$ cat src/rtl/pwm_reg_arbiter.sv
// pwm_reg_arbiter: two-requester arbiter turning 8/16-bit commands into byte register-file strobes; PWM_ARB_ROUND_ROBIN_EN selects alternating ties.
// Latency grant->ack: 8-bit write 2, 16-bit write 3, 8-bit read 3, 16-bit read 4 cycles.
// Backpressure: a request is held until its ack; requests seen while busy wait for IDLE.
module pwm_reg_arbiter (
    input  logic        clk,
    input  logic        rst_n,
    input  logic        req0,
    input  logic        rw0,
    input  logic        wide0,
    input  logic [5:0]  addr0,
    input  logic [15:0] wdata0,
    output logic        ack0,
    output logic [15:0] rdata0,
    input  logic        req1,
    input  logic        rw1,
    input  logic        wide1,
    input  logic [5:0]  addr1,
    input  logic [15:0] wdata1,
    output logic        ack1,
    output logic [15:0] rdata1,
    output logic        rf_read,
    output logic        rf_write,
    output logic [5:0]  rf_addr,
    output logic [7:0]  rf_wdata,
    input  logic [7:0]  rf_rdata,
    output logic        busy
);

    typedef enum logic [2:0] {IDLE, LSB, MSB, CAP, ACK} state_t;

    state_t      state, state_nxt;
    logic        gnt;
    logic        pick;
    logic        cmd_rw;
    logic        cmd_wide;
    logic [5:0]  cmd_addr;
    logic [15:0] cmd_wdata;
    logic [7:0]  rbuf;
    logic [15:0] cap_word;

`ifdef PWM_ARB_ROUND_ROBIN_EN
    logic rr_ptr;   // requester that wins the next tie
    assign pick = (req0 && req1) ? rr_ptr : req1;
`else
    assign pick = !req0;
`endif

    assign busy     = (state != IDLE);
    assign cap_word = cmd_wide ? {rf_rdata, rbuf} : {8'h00, rf_rdata};

    always_comb begin
        state_nxt = state;
        rf_read   = 1'b0;
        rf_write  = 1'b0;
        rf_addr   = '0;
        rf_wdata  = '0;
        ack0      = 1'b0;
        ack1      = 1'b0;
        case (state)
            IDLE: begin
                if (req0 || req1) state_nxt = LSB;
            end
            LSB: begin
                rf_read   = !cmd_rw;
                rf_write  = cmd_rw;
                rf_addr   = cmd_addr;
                rf_wdata  = cmd_rw ? cmd_wdata[7:0] : 8'h00;
                state_nxt = cmd_wide ? MSB : (cmd_rw ? ACK : CAP);
            end
            MSB: begin
                rf_read   = !cmd_rw;
                rf_write  = cmd_rw;
                rf_addr   = cmd_addr + 6'd1;    // wraps 3F -> 00
                rf_wdata  = cmd_rw ? cmd_wdata[15:8] : 8'h00;
                state_nxt = cmd_rw ? ACK : CAP;
            end
            CAP: begin
                state_nxt = ACK;
            end
            ACK: begin
                ack0      = !gnt;
                ack1      = gnt;
                state_nxt = IDLE;
            end
            default: state_nxt = IDLE;
        endcase
    end

    always_ff @(posedge clk) begin
        if (rst_n) begin
            state     <= IDLE;
            gnt       <= 1'b0;
            cmd_rw    <= 1'b0;
            cmd_wide  <= 1'b0;
            cmd_addr  <= '0;
            cmd_wdata <= '0;
            rbuf      <= '0;
            rdata0    <= '0;
            rdata1    <= '0;
`ifdef PWM_ARB_ROUND_ROBIN_EN
            rr_ptr    <= 1'b0;
`endif
        end else begin
            state <= state_nxt;
            if (state == IDLE && (req0 || req1)) begin
                gnt       <= pick;
                cmd_rw    <= pick ? rw1    : rw0;
                cmd_wide  <= pick ? wide1  : wide0;
                cmd_addr  <= pick ? addr1  : addr0;
                cmd_wdata <= pick ? wdata1 : wdata0;
`ifdef PWM_ARB_ROUND_ROBIN_EN
                rr_ptr    <= !pick;
`endif
            end
            // MSB-state read captures the low byte returned for the LSB strobe
            if (state == MSB && !cmd_rw) rbuf <= rf_rdata;
            if (state == CAP) begin
                if (gnt) rdata1 <= cap_word;
                else     rdata0 <= cap_word;
            end
        end
    end

endmodule

$ cat config.mk
export PLATFORM = sky130hd
export DESIGN_NAME = pwm_reg_arbiter
export DESIGN_NICKNAME = d
export VERILOG_FILES = /design/src/rtl/pwm_reg_arbiter.sv
export SDC_FILE = /design/constraint.sdc
export NUM_CORES = 1
export LEC_CHECK = 0
export CORE_ASPECT_RATIO = 0.7
export CORE_UTILIZATION = 41
export CTS_CLUSTER_DIAMETER = 50
export DETAILED_ROUTE_END_ITERATION = 6
export PLACE_DENSITY_LB_ADDON = 0.12
export SETUP_SLACK_MARGIN = 0.4
export SLEW_MARGIN = 15
export SYNTH_ARGS = -nofsm -noshare
export SYNTH_HDL_FRONTEND = slang
export SYNTH_SLANG_ARGS = --single-unit
$ cat constraint.sdc
create_clock -name clk -period 1.74 [get_ports clk]
set_clock_uncertainty 0.2 [all_clocks]
set_input_delay 0.261 -clock clk [delete_from_list [all_inputs] [get_ports clk]]
set_output_delay 0.261 -clock clk [all_outputs]
set_load 0.02 [all_outputs]
==> impl_metrics.ini <==
[status]
status = finished with violations
failed_checks = setup timing

[synth]
yosysSeqAreaShare_pct = 41.5
synth_area_sq_um = 3280
ys_top_cells_by_area = dfxtp_1, mux2i_1, a21oi_1, a211oi_2, a211oi_1
synth_ff_type = dfxtp_1
synth_area_leader_cell = dfxtp_1
synth_fp_nets = 426
postSynthCellCount = 365
ys_seq_elements = 68
synth.avg_cell_area_sq_um = 8.99
synth_edf_count = 0
ys_async_sr_fraction_pct = 0
synth_top_area_share_pct = 41.5
ys_types = 41
yosysWarnings = 0

[routing]
first_pass_iters = 4
drt_iter0_markers = 283
totalWireLength_mm = 16.3
post_drt_wl_per_cell_microns = 24.9
ant_nets = 0
drc = 0
avgViaCountPerCell = 6.12
vias = 4000

[worst_setup_path]
worstReg2RegEnd = rdata0[11]$_SDFFE_PP0P_
reg2regPathDepth = 8
r2r_slack_ns = -0.24
critPathLaunchType = flop
worstPathRequired_ns = 1.28
worstPathMaxFanout = 3
crit_type = reg2out
worstReg2RegStart = state[0]$_SDFFE_PP0P_
cp-end-kind = output port
arrival_ns = 1.60

[finish]
seq_area_sq_um = 1400
multi_input_area_sq_um = 2690
final_cell_area_sq_um = 6710
instances_no_fill = 654
nFillCells = 293
area_growth_pct = 104
drive_gt1_share_pct = 65.8
n_antenna_cell = 0
final_util_pct = 89.3
nets = 612

[placed_design]
dpl.hpwl_mm = 7.11
gp_congestion = 0.825
dp_cells = 589
dpl-instance-area_sq_um = 5070
io_buffer_count = 110

[clock_network]
cts_buffers = 9
clkSinkCount = 68
ctsHoldBuffers = 0
cts_root_buffer = clkbuf_16
worstSkewPairLatency_ns = 0.35
cts_tree = done
clockBufferDepth = 2
clkTransAtPathRegs_ns = 0.06
cts.htree.levels = 3

[sta]
max_freq_mhz = 486
fin_crit_ns = 2.06
setup_ws_ns = -0.316
finalHoldViolCount = 0
worst_pin_slew_ns = 0.493
relSlewSlack_pct = 66.2
period_share_pct = 118
slew_violations = 0
rsz0062_at_grt = yes
tns_ns = -12.42
finalSetupViolations = 84

[pwr]
power_density_nw_per_um2 = 1220
p_sw_share_pct = 39.3
power_report.internal_total_mw = 4.99
comb_power_share_pct = 50.4
total_power_mw = 8.22
p_switching_mw = 3.23
p_leak_nw = 2.50
clockPowerShare_pct = 23.9
seqPwrFrac_pct = 25.7
peakVddDrop_v = 0.000929

[hold_path]
min-delay-start = rst_n
hp-class = in2reg
hold_depth = 5
hold_path_end = state[2]$_SDFFE_PP0P_

[global_routing]
grt_overflow_total = 0
grt_pass1_vias = 3786
grt_pass1_wl_mm = 20.7
antenna_found_initial = 0
grt_max_degree = 48
grt_usage_pct = 33.1

[die]
die-height_microns = 76.9
die-area_sq_um = 8380
start_util_pct = 43.7
ios = 111
fp.coreArea_sq_um = 7510
core.rowCount = 26
die_w_microns = 109

[flow_run]
cap_violations = 0
-- metrics by stage --
step,hold WS (ns),worst slack (ns)
floorplan,0.197,0.0826
global placement,0.244,-0.405
detailed placement,0.250,-0.448
CTS,0.148,-0.296
global route,0.201,-0.331
finish,0.182,-0.316
-- critical path: stages, from the launching register on --
cell	delay [ns]
dfxtp_4	0.38
ha_4	0.16
nand3_2	0.09
xor2_1	0.19
o31ai_2	0.24
buf_4	0.19
-- cell type report --
cell class                 count  share of cell area [%]
timing repair buffer         209                    32.4
sequential                    68                    20.9
clock buffer                   9                    3.36
inverter                       2                   0.261
multi-input combinational    261                    40.1
tap                           98                    1.83
clock inverter                 7                    1.23
-- state kept, by name, indices dropped and copies added, names as in the netlist --
name and cells:
cmd_wide 1, gnt 1, cmd_wdata 16, state 3, rdata1 16, cmd_rw 1, cmd_addr 6, rdata0 16
rbuf 8
-- cells by family (layout without fill, tap and decap cells) --
family | count (synthesis) | in the layout | synth area share (%)
multiplexers | 33 | 33 | 10.1
AND/OR/NAND/NOR | 110 | 114 | 16.8
flip-flops | 68 | 68 | 41.5
adder cells (fa/ha/maj) | 1 | 1 | 0.381
XOR/XNOR | 1 | 1 | 0.267
buffers and inverters | 40 | 227 | 6.55
AO/OA/AOI/OAI | 112 | 112 | 24.4
-- per-layer routing --
layer	up-vias	wire length, microns	GRT usage (%)
met5	-	0	0
met4	0	652	10.7
met3	67	1410	8.76
met2	260	7580	51.1
met1	1963	6670	44.5
li1	1710	-	-
-- synthesized netlist by cell type, types with 2 or more instances --
cell and instances:
nor2b_1 2, a22oi_1 9, inv_2 2, nand2_1 36, nand2b_1 2, buf_2 19, o21ai_1 2, o31ai_1 2
buf_6 5, a211oi_2 20, clkbuf_1 12, mux2i_1 33, or4b_1 2, nor2_1 31, dfxtp_1 68, a211oi_1 22
nand3_1 21, a21oi_1 54
-- worst max path at each step --
stage / from / slack [ns] / cells after the start / to
2_1_floorplan: state[0]$_SDFFE_PP0P_ / 0.08 / 4 / rf_addr[5]
3_3_place_gp: cmd_addr[1]$_SDFFE_PP0P_ / -0.40 / 4 / rf_addr[5]
3_5_place_dp: cmd_addr[1]$_SDFFE_PP0P_ / -0.45 / 4 / rf_addr[5]
4_1_cts: state[1]$_SDFFE_PP0P_ / -0.30 / 5 / rf_wdata[7]
5_1_grt: cmd_addr[0]$_SDFFE_PP0P_ / -0.33 / 5 / rf_addr[4]
6_report: cmd_addr[0]$_SDFFE_PP0P_ / -0.32 / 5 / rf_addr[4]
-- power by group through the flow --
stage | combinational (mW) | sequential (mW) | clock (mW)
4_1_cts | 3.53 | 2.03 | 1.91
3_5_place_dp | 2.52 | 2.01 | 0
6_report | 4.15 | 2.11 | 1.97
5_1_grt | 4.26 | 2.12 | 2.04
2_1_floorplan | 1.70 | 1.99 | 0
3_3_place_gp | 2.47 | 2.00 | 0
-- placed cells by master, fill, tap and decap left out, drive strengths merged, types with 2 or more instances in the layout --
master,netlist,layout
and2,1,4
clkinvlp,0,2
nor4b,2,2
inv,2,6
a22oi,9,9
nand2b,2,2
nor3,2,2
o21ai,3,3
o31ai,2,2
or4b,2,2
nor2b,2,2
clkdlybuf4s50,0,58
mux2i,33,33
nand2,36,37
a211oi,42,42
clkbuf,12,9
dfxtp,68,68
nand3,21,21
buf,26,150
a21oi,54,54
nor2,31,31
-- repair_timing --
action                     4_1_cts  5_1_grt
resized for setup              349      133
setup endpoints to repair      119      101
pin swaps                       37       62
buffers inserted                26       11
cloned                          11        1
(Power assumes the default switching activity.)
==> patch, RTL diff (same flow settings) <==
Add a define of `PWM_ARB_ROUND_ROBIN_EN`.
--- a/src/rtl/pwm_reg_arbiter.sv
+++ b/src/rtl/pwm_reg_arbiter.sv
@@ -2,4 +2,6 @@
 // Latency grant->ack: 8-bit write 2, 16-bit write 3, 8-bit read 3, 16-bit read 4 cycles.
 // Backpressure: a request is held until its ack; requests seen while busy wait for IDLE.
+`define PWM_ARB_ROUND_ROBIN_EN
+
 module pwm_reg_arbiter (
     input  logic        clk,
Function: changed (Yosys sat finds a counterexample within 10 cycles, from zero or initial values and one cycle with rst_n high).
==> patch against the unedited design <==
The flow still finishes with violations (negative setup slack); non-clock buffer count decreased by 26; wire length shrank 28%; power decreased by 26%; design area fell by 12%; area after synthesis shrank 0.72%; setup slack better by 0.059 ns; critical path depth shrank 1; via count is 12% lower; clock power is 7% lower; sequential share of layout area is 3.0 points higher; sequential cell count increased by 1; critical path type unchanged; critical endpoint is now rf_addr[5]; highest routed layer unchanged.
==> patch: results (changes against the unedited design) <==
Clock Latency Late Sink -> 0.33 ns (was 0.35 ns)
First-pass GRT wire length -> 17.0 mm (was 20.7 mm)
Hold Fails Final Rpt -> 0 (unchanged)
Failing checks -> negative setup slack (unchanged)
DP Area -> 4920 µm² (was 5070 µm²)
Critical Path AT -> 1.54 ns (was 1.60 ns)
DRT Pass-1 Iters -> 4 (unchanged)
Post-route setup TNS -> -10.93 ns (was -12.42 ns)
Crit path max-delay cell type -> or4b_4 (was dfxtp_4)
Sw Ratio -> 32.9% (was 39.3%)
Ys Warns -> 0 (unchanged)
Most frequent cells after synthesis -> dfxtp_1, nand2_1, nor2_1, a21oi_1, a221o_1 (was dfxtp_1, a21oi_1, nand2_1, mux2i_1, nor2_1)
Xor and xnor area share after synthesis -> 0.269% (was 0.267%)
Mux contribution to synthesized area -> 2.76% (was 10.1%)
Place WS -> -0.503 ns (was -0.448 ns)
Synth top area cells -> dfxtp_1, nor4b_2, a221o_1 (was dfxtp_1, mux2i_1, a21oi_1)
Synth Area in Adders -> 0.384% (was 0.381%)
Detailed placement HPWL -> 6.78 mm (was 7.11 mm)
Main synth FF type -> dfxtp_1 (unchanged)
Port Buffers -> 110 (unchanged)
DR iter-0 viols -> 249 (was 283)
Crit-path max FO -> 3 (unchanged)
Synth unique cells -> 42 (was 41)
Compound-gate portion of the synthesized area -> 20.5% (was 24.4%)
Ys async rst share -> 0% (unchanged)
Nets -> 569 (was 612)
H-tree levels -> 3 (unchanged)
Delay-heaviest family, CP -> simple AND/OR/NAND/NOR gates (was flip-flops)
Routed wire per std cell -> 19.3 µm (was 24.9 µm)
CTS root buffer -> clkbuf_16 (unchanged)
Max stage delay on crit path -> 0.50 ns (was 0.38 ns)
Worst IR Drop VDD -> 0.598 mV (was 0.929 mV)
Routability cong. -> 0.792 (was 0.825)
Fraction of layout cells with a size suffix above 1 -> 53.6% (was 65.8%)
Maximum clock path buffer count -> 2 (unchanged)
WL final -> 11.8 mm (was 16.3 mm)
CTS Buf Count -> 9 (unchanged)
CTS tree -> done (unchanged)
Worst hold path class -> reg2reg (was in2reg)
Ant. Diodes -> 0 (unchanged)
Mapped Cells -> 349 (was 365)
Post-CTS setup buffers -> 6 (was 26)
Number of global-route vias before repair -> 3,295 (was 3,786)
All-Layer GR Usage -> 26.3% (was 33.1%)
Clk pwr share -> 30.2% (was 23.9%)
Final worst slack -> -0.257 ns (was -0.316 ns)
Seq/Total Area, Yosys -> 42.4% (was 41.5%)
CTS clk-pin slew, worst paths -> 0.06 ns (about the same)
Status -> finished with violations (unchanged)
Worst-Margin Slew -> 0.399 ns (was 0.493 ns)
LEAKAGE -> 0.00218 µW (was 0.00250 µW)
Biggest regs -> cmd_wdata (16), rdata0 (16), rdata1 (16) (unchanged)
Cell area power density -> 1030 nW/µm² (was 1220 nW/µm²)
Via count -> 3,503 (was 4,000)
Syn_nets -> 410 (was 426)
Combinational gate power -> 2320 µW (was 4150 µW)
Largest net degree at the start of global routing -> 31 (was 48)
Post_cts resized -> 293 (was 349)
Final setup violation count -> 66 (was 84)
[patch: routing by layer]
metal | track usage (%) | part of all wire, % | vias up
met3 | 5.05 | 6.4 | 26
li1 | - | - | 1634
met1 | 36.9 | 46 | 1698
met5 | 0 | 0 | -
met4 | 9.19 | 2.4 | 0
met2 | 39.9 | 45 | 145
[patch: worst paths after layout]
kind              slack (ns)  depth (start not counted)       start         end
setup / recovery       -0.26                          4    state[0]  rf_addr[5]
setup reg to reg       -0.24                          5    state[1]      rr_ptr
hold / removal          0.26                          2  rdata0[15]  rdata0[15]
hold reg to reg         0.26                          2  rdata0[15]  rdata0[15]
[patch: area by class of cell]
class / count / area (µm²)
repair buffers: 183 / 1770
clock buffers: 9 / 225
multi-input cells: 244 / 2290
flip-flops and latches: 69 / 1410
clock inverters: 7 / 75.1
fillers: 459 / 1580
inverters: 1 / 6.26
well taps: 98 / 123
[patch: worst min-delay path: stages (launching register included)]
cell and delay, ns:
dfxtp_1 0.31, nand2_1 0.05, a21oi_1 0.05
